[src/rtl/instr_cache_sa.sv]
// rtl/instr_cache_sa.sv - N-way set-associative instruction cache with round-robin replacement
module instr_cache_sa #(
    parameter int ADDR_WIDTH = 32,
    parameter int LINE_BYTES = 16,
    parameter int N_SETS     = 4,
    parameter int N_WAYS     = 2
) (
    input  logic                    clk,
    input  logic                    rst,
    input  logic                    cpu_req,
    input  logic [ADDR_WIDTH-1:0]   cpu_addr,
    input  logic [1:0]              cpu_size,
    input  logic                    cpu_flush,
    output logic                    cpu_ready,
    output logic [31:0]             cpu_rdata,
    output logic                    cpu_rvalid,
    output logic                    mem_req,
    output logic [ADDR_WIDTH-1:0]   mem_addr,
    input  logic                    mem_gnt,
    input  logic                    mem_rvalid,
    input  logic [LINE_BYTES*8-1:0] mem_rdata,
    output logic [31:0]             hit_count,
    output logic [31:0]             miss_count
);
    localparam int OFF_W  = $clog2(LINE_BYTES);
    localparam int IDX_W  = $clog2(N_SETS);
    localparam int TAG_W  = ADDR_WIDTH - OFF_W - IDX_W;
    localparam int WAY_W  = (N_WAYS > 1) ? $clog2(N_WAYS) : 1;
    localparam int LINE_W = LINE_BYTES * 8;

    typedef enum logic [1:0] {S_IDLE, S_REQ, S_WAIT} state_t;
    state_t state;

    logic              valid_q [N_SETS][N_WAYS];
    logic [TAG_W-1:0]  tag_q   [N_SETS][N_WAYS];
    logic [LINE_W-1:0] data_q  [N_SETS][N_WAYS];
    logic [WAY_W-1:0]  rr_q    [N_SETS];
    logic              flush_pend;

    logic [ADDR_WIDTH-1:0] miss_addr;
    logic [1:0]            miss_size;
    logic [WAY_W-1:0]      miss_way;
    logic                  miss_rr;

    logic [IDX_W-1:0] idx, miss_idx;
    logic [TAG_W-1:0] tag;
    logic             hit, vic_rr;
    logic [WAY_W-1:0] hit_way, vic_way;

    assign idx       = cpu_addr[OFF_W +: IDX_W];
    assign tag       = cpu_addr[ADDR_WIDTH-1 -: TAG_W];
    assign miss_idx  = miss_addr[OFF_W +: IDX_W];
    assign cpu_ready = (state == S_IDLE) && !cpu_flush;

    function automatic logic [31:0] extract(input logic [LINE_W-1:0] line,
                                            input logic [OFF_W-1:0]  off,
                                            input logic [1:0]        size);
        logic [31:0] word;
        logic [31:0] byte_sh;
        word    = 32'(line >> (32 * int'(off >> 2)));
        byte_sh = word >> {off[1:0], 3'b000};
        case (size)
            2'b00:   extract = {24'b0, byte_sh[7:0]};
            2'b01:   extract = off[1] ? {16'b0, word[31:16]} : {16'b0, word[15:0]};
            default: extract = word;
        endcase
    endfunction

    // Victim is the lowest invalid way; only a full set falls back to the round-robin pointer.
    always_comb begin
        hit     = 1'b0;
        hit_way = '0;
        vic_way = rr_q[idx];
        vic_rr  = 1'b1;
        for (int w = N_WAYS - 1; w >= 0; w--) begin
            if (!valid_q[idx][w]) begin
                vic_way = WAY_W'(w);
                vic_rr  = 1'b0;
            end
        end
        for (int w = 0; w < N_WAYS; w++) begin
            if (valid_q[idx][w] && tag_q[idx][w] == tag) begin
                hit     = 1'b1;
                hit_way = WAY_W'(w);
            end
        end
    end

    always_ff @(posedge clk) begin
        if (rst) begin
            state      <= S_IDLE;
            cpu_rvalid <= 1'b0;
            cpu_rdata  <= '0;
            mem_req    <= 1'b0;
            mem_addr   <= '0;
            hit_count  <= '0;
            miss_count <= '0;
            flush_pend <= 1'b0;
            miss_addr  <= '0;
            miss_size  <= '0;
            miss_way   <= '0;
            miss_rr    <= 1'b0;
            for (int s = 0; s < N_SETS; s++) begin
                rr_q[s] <= '0;
                for (int w = 0; w < N_WAYS; w++) valid_q[s][w] <= 1'b0;
            end
        end else begin
            cpu_rvalid <= 1'b0;
            case (state)
                S_IDLE: begin
                    if (cpu_flush) begin
                        for (int s = 0; s < N_SETS; s++) begin
                            rr_q[s] <= '0;
                            for (int w = 0; w < N_WAYS; w++) valid_q[s][w] <= 1'b0;
                        end
                    end else if (cpu_req) begin
                        if (hit) begin
                            cpu_rvalid <= 1'b1;
                            cpu_rdata  <= extract(data_q[idx][hit_way], cpu_addr[OFF_W-1:0], cpu_size);
                            if (hit_count != '1) hit_count <= hit_count + 32'd1;
                        end else begin
                            miss_addr <= cpu_addr;
                            miss_size <= cpu_size;
                            miss_way  <= vic_way;
                            miss_rr   <= vic_rr;
                            mem_addr  <= {cpu_addr[ADDR_WIDTH-1:OFF_W], OFF_W'(0)};
                            mem_req   <= 1'b1;
                            state     <= S_REQ;
                            if (miss_count != '1) miss_count <= miss_count + 32'd1;
                        end
                    end
                end
                S_REQ: begin
                    if (cpu_flush) flush_pend <= 1'b1;
                    if (mem_gnt) begin
                        mem_req <= 1'b0;
                        state   <= S_WAIT;
                    end
                end
                S_WAIT: begin
                    if (cpu_flush) flush_pend <= 1'b1;
                    if (mem_rvalid) begin
                        cpu_rvalid <= 1'b1;
                        cpu_rdata  <= extract(mem_rdata, miss_addr[OFF_W-1:0], miss_size);
                        state      <= S_IDLE;
                        // A flush seen during the refill wins over installing the fetched line.
                        if (flush_pend || cpu_flush) begin
                            flush_pend <= 1'b0;
                            for (int s = 0; s < N_SETS; s++) begin
                                rr_q[s] <= '0;
                                for (int w = 0; w < N_WAYS; w++) valid_q[s][w] <= 1'b0;
                            end
                        end else begin
                            valid_q[miss_idx][miss_way] <= 1'b1;
                            tag_q[miss_idx][miss_way]   <= miss_addr[ADDR_WIDTH-1 -: TAG_W];
                            data_q[miss_idx][miss_way]  <= mem_rdata;
                            if (miss_rr)
                                rr_q[miss_idx] <= (N_WAYS == 1) ? '0 : rr_q[miss_idx] + 1'b1;
                        end
                    end
                end
                default: state <= S_IDLE;
            endcase
        end
    end
endmodule

[config.mk]
export PLATFORM = sky130hd
export DESIGN_NAME = instr_cache_sa
export DESIGN_NICKNAME = d
export VERILOG_FILES = /design/src/rtl/instr_cache_sa.sv
export SDC_FILE = /design/constraint.sdc
export NUM_CORES = 1
export LEC_CHECK = 0
export CAP_MARGIN = 0
export CORE_UTILIZATION = 50
export DETAILED_ROUTE_END_ITERATION = 6
export PLACE_DENSITY = 0.77
export SLEW_MARGIN = 20
export SYNTH_ARGS = -nofsm -noshare
export SYNTH_HDL_FRONTEND = slang
export SYNTH_SLANG_ARGS = --single-unit
[constraint.sdc]
create_clock -name clk -period 14.3 [get_ports clk]
set_clock_uncertainty 0.05 [all_clocks]
set_input_delay 2.86 -clock clk [delete_from_list [all_inputs] [get_ports clk]]
set_output_delay 2.86 -clock clk [all_outputs]
set_load 0.01 [all_outputs]
# Word level (Yosys, flattened, before mapping)
# Memory sizes are Yosys's and may differ from the RTL's. A register that Yosys moved wholly into a read port is not among the register bits.
# Cells that the tools add are included.
# op_classes
n_addsub,3
n_lt_le_gt_ge,3
eq_ne,14
shift,4
mux,101
bitwise,28
n_reduce_logical,20
# ops
cell,n
$mux W128,4
$mux W256,1
$shr A128 B7 Y32,2
$pmux W32 S2,3
$demux W128 S1,1
$mux W32,4
$mux W1,66
$add A32 B1 Y32 const B,2
$ne A32 B32 Y1 const B,2
$shr A32 B5 Y8,2
$eq A26 B26 Y1,2
$mux W52,1
$mux W16,2
$demux W26 S1,1
$mux W26,1
$reduce_and A5 Y1,5
$mux W2,12
$or A1 B1 Y1,24
$ne A2 B2 Y1 const B,6
$eq A2 B1 Y1 const B,3
$logic_not A2 Y1,3
$pmux W1 S2,3
$pmux W2 S3,1
$reduce_bool A2 Y1,3
13 further kinds,19
# word_totals
reg_bits,165
ram_bits,1244
in_bits,168
output_inout_bits,131
wordCells,189
mem_count,4
# mem_list
memory,depth,width,rd,rd_clocked_by_memory_dff,write_ports,line_no,text
data_q,4,256,1,0,1,36,logic [LINE_W-1:0] data_q [N_SETS][N_WAYS];
tag_q,4,52,1,0,1,35,logic [TAG_W-1:0] tag_q [N_SETS][N_WAYS];
valid_q,4,2,1,0,4,34,logic valid_q [N_SETS][N_WAYS];
rr_q,4,1,2,1,4,37,logic [WAY_W-1:0] rr_q [N_SETS];

# Longest topological paths before layout
# An unclocked memory read counts as a cell.
# depth
ltp_word,15
ltp_mapped,17

# Worst setup path before layout
# Ideal clock, no wire load.
# synth_timing
path_kind,input to register
start,input mem_rvalid
end,memory data_q[0][128] (netlist name) (enable)
setup_time_ps,858
arrival_time_ps,13881
required_time_ps,13392
path_slack_ps,-489
stages,4
n_path_buf,0
cell_sequence,nand2_1 -> nor4_1 -> nand2b_1 -> nor3_1
# synth_between
elab_chain_cells,4
# synth_rtl
item,line_no,text
"start, declared",20,"input logic mem_rvalid,"
$mux W1,142,if (mem_rvalid) begin
$mux W1,109,case (state)
$mux W1,90,if (rst) begin
$mux W256 (implied by the code),156,data_q[miss_idx][miss_way] <= mem_rdata;
"end, declared",36,
# No other way between the ends.

# Worst setup path in the final report
# layout_timing
start,input cpu_addr[5]
end,register cpu_rdata[1]
# layout_between
elab_chain_cells,15
elab_cells_between_ends,24
classes_between,eq/ne: 3; shift: 2; mux: 12; bitwise: 1; reduce/logical: 3; memory: 3
# layout_rtl
item,line_no,text
"start, declared",11,"input logic [ADDR_WIDTH-1:0] cpu_addr,"
$mem_v2 Z4 W52,-,
$eq A26 B26 Y1,82,if (valid_q[idx][w] && tag_q[idx][w] == tag) begin
$logic_and A1 B1 Y1,82,
$mux W1,82,
$not A1 Y2 (implied by the code),119,"cpu_rdata <= extract(data_q[idx][hit_way], cpu_addr[OFF_W-1:0], cpu_size);"
$mux W128 (implied by the code) (3 in a row),119,
$shr A128 B7 Y32,60,word = 32'(line >> (32 * int'(off >> 2)));
$shr A32 B5 Y8 or $mux W16 (tied branches),"61, 64",
$pmux W32 S2,62,case (size)
$mux W32,117,if (hit) begin
$mux W32,116,end else if (cpu_req) begin
$mux W32,111,if (cpu_flush) begin
$pmux W32 S2,109,
"end signal, assigned",119,
"end signal, assigned",144,"cpu_rdata <= extract(mem_rdata, miss_addr[OFF_W-1:0], miss_size);"
"end, declared",15,"output logic [31:0] cpu_rdata,"
# Several ways; a longest one is shown, not always the timed one. The select of a mux whose other input is x is not followed.
# A chain may end at the register's enable or synchronous reset.

==> results.yml <==
setup_path:
  crit_path_end_kind: "register"
  crit_arrival_ps: 8490
  startpoint_type: "input pin"
  slowest_delay_ps: 940
  crit_top_cell: "buf_4"
  critical_path.cell_chain: "buf_8 > buf_4 > mux4_1 > xnor2_1 > nand4_1 > or4_1 > o211ai_1 > and2_2 > buf_4 > nand2_1 > and4b_1 > a2111oi_2"
  path_buf_inv: 3
  crit_required_ps: 14860
  reg2reg_depth: 12
  slowest_stage: "or4_1"
  cp_max_fo: 98
  cp_top_family: "simple AND/OR/NAND/NOR gates"
  worst-path-stages: 12
  critPathKind: "in -> reg"
sta:
  setup-tns-final_ps: 0
  timing.fmax_ghz: 0.1260
  fin_crit_sh_pct: 55.48
  fin_crit_ps: 7934
  fin_hold_ws_ps: 401.4
  slew_viol_final: 0
  hold_viol: 0
  setup_viol: 0
  max_slew_margin_pct: 18.97
  tightest_slew_ps: 1206
  rsz0062_at_grt: "false"
floorplanning:
  die_w_um: 337.6
  io_pins: 299
  die_area_um2: 114000
  fp.dieH_um: 337.6
  start_util_pct: 50.68
  coreArea_um2: 111100
  rows: 122
power_and_ir_drop:
  leakage_uw: 0.02037
  powerDensity_nw_per_um2: 136.7
  ir_drop_mv: 0.09882
routing:
  dr.first_iter.drc_count: 3750
  ant_nets: 0
  drcViolationCount: 0
  vias: 30660
  post_drt_wl_per_cell_um: 29.15
  routed_wl_um: 142000
  firstDrtPassIters: 6
  drt-vias-per-instance: 6.294
synth:
  synth_top_area_share_pct: 65.91
  ys.flop_type: "edfxtp_1"
  synthCells: 2989
  avgSynthCellArea_um2: 18.84
  synth_edf_count: 1236
  yosysMostFrequentCell: "edfxtp_1"
  ys_seq_area_share_pct: 71.13
  yosysWarnings: 0
  synth_common_cells: "edfxtp_1 (1236), mux4_2 (358), nor2_1 (197)"
  yosys.area.top_type: "edfxtp_1"
  yosys-top-cells-area: "edfxtp_1 (66%), mux4_2 (14%), dfxtp_1 (5.2%)"
  synthArstFlopShare_pct: 0
  synth-seq-cells: 1383
  syn-cell-area_um2: 56310
  yosysUniqueCellTypes: 78
global_route:
  grt_antenna_before_repair: 26
  grt_pass1_wl_um: 206100
  grt_max_degree: 132
  grt_pass1_vias: 29940
  grt_use_total_pct: 25.06
  grt-ovfl-total: 0
worst_hold_path:
  holdPathStages: 1
  hold_path_class: "reg -> reg"
clocking:
  clk_latency_ps: 770
  cts_root_buffer: "clkbuf_16"
  tritoncts: "built"
  ctsHoldBuffers: 0
  htree_num_levels: 4
  clk_pin_slew_ps: 60
  tritoncts.num_buffers: 140
  cts_resized: 0
  clk_path_buf_depth: 3
  cts_sinks: 1383
  postCtsSetupRepairBufs: 0
final_layout:
  nets: 3434
  area_growth_pct: 15.26
  fillers: 7989
  drive_above_1_share_pct: 19.92
placed_design:
  dp_hpwl_um: 86690
  port_buffers: 294
  gp_congestion: 0.9473
flow_run:
  cap_violations: 0
status:
  status: "finished clean"
cells by family (layout without fill, tap and decap cells):
group	count (synthesis)	in the layout	synth area share, %
compound gates	287	287	3.673
fa+ha+maj	6	6	0.1333
xor+xnor	96	96	1.520
buf+inv	246	633	2.237
flops	1383	1383	71.13
simple gates	497	497	4.568
mux	473	473	16.73
other cells	1	9	0.006659
power breakdown:
group          total [uW]  internal [uW]  switching (uW)
Sequential           4580           4460             116
Combinational         764            327             436
Clock                3530           2000            1530
Total                8870           6790            2080
worst reg2reg max path, cell delays in order, from the launching register on:
cell	delay [ps]
edfxtp_1	380
mux4_2	470
xor2_1	160
nor4_1	510
and3_1	260
buf_4	230
nand4_2	560
o211ai_1	480
and2_2	640
buf_4	480
nand2_1	300
and4b_1	370
a2111oi_2	60
cell type report:
class / instances / area (um^2) / share of cell area (%)
sequential: 1383 / 40060 / 61.73
multi-input combinational: 1363 / 15090 / 23.26
clock buffer: 186 / 3739 / 5.760
timing repair buffer: 333 / 3316 / 5.108
tap: 1488 / 1862 / 2.868
clock inverter: 75 / 673.1 / 1.037
inverter: 39 / 146.4 / 0.2255
antenna: 5 / 12.51 / 0.01928
metrics by stage:
stage	instances	total power [uW]	cell area (um^2)	setup slack, ps	util, %
2_1_floorplan	2992	5024	56340	3666	-
3_3_place_gp	4606	5384	60480	5694	54.43
3_5_place_dp	4606	5395	60480	5665	54.43
4_1_cts	4867	8898	64890	6444	58.40
5_1_grt	4870	9117	64900	6085	58.40
6_report	4872	8871	64910	6366	58.41
final timing paths:
check | start | end | slack, ps
max reg2reg | tag_q[0][6]$_DFFE_PP_ | cpu_rdata[1]$_SDFFE_PP0P_ | 9220
min | valid_q[0][1]$_DFF_P_ | valid_q[0][1]$_DFF_P_ | 400
min reg2reg | valid_q[0][1]$_DFF_P_ | valid_q[0][1]$_DFF_P_ | 400
max | cpu_addr[5] | cpu_rdata[1]$_SDFFE_PP0P_ | 6370
flip-flops by register name, summed over array words and instances (netlist names), named ones only:
register / flops
data_q: 1024
tag_q: 208
cpu_rdata: 32
hit_count: 32
miss_addr: 32
miss_count: 32
valid_q: 8
rr_q: 4
miss_size: 2
state: 2
cpu_rvalid: 1
flush_pend: 1
mem_req: 1
miss_rr: 1
miss_way: 1
cell usage in the layout (no fill, tap or decap), types with 11 or more instances in the layout:
cell type and instances:
nor4_1 22, o21ai_0 40, nor3_2 13, a211oi_1 23, xnor2_1 74, clkinv_1 26
mux2i_1 82, nand2b_1 13, mux4_1 11, nor2_1 190, a21oi_1 56, nand4_1 34
nand2_1 86, clkinv_2 23, edfxtp_1 1236, buf_4 35, xor2_1 20, dfxtp_1 145
clkbuf_16 142, a21o_1 17, nand3_1 23, clkbuf_1 42, a22oi_1 24, a32oi_1 23
mux4_2 358, clkdlybuf4s50_1 290, or3_1 16, a31oi_1 14, and4_1 13, mux2_2 22
and3_1 17, inv_1 38, nor3_1 19
routing by layer:
| metal | routed length (um) | global-route usage [%] | share of wire [%] |
|---|---|---|---|
| met2 | 67920 | 38.82 | 48 |
| met3 | 17370 | 7.847 | 12 |
| met5 | 149 | 0 | 0.10 |
| met1 | 52440 | 33.75 | 37 |
| met4 | 4123 | 8.482 | 2.9 |
No activity file was read; power rests on OpenSTA's default activity.
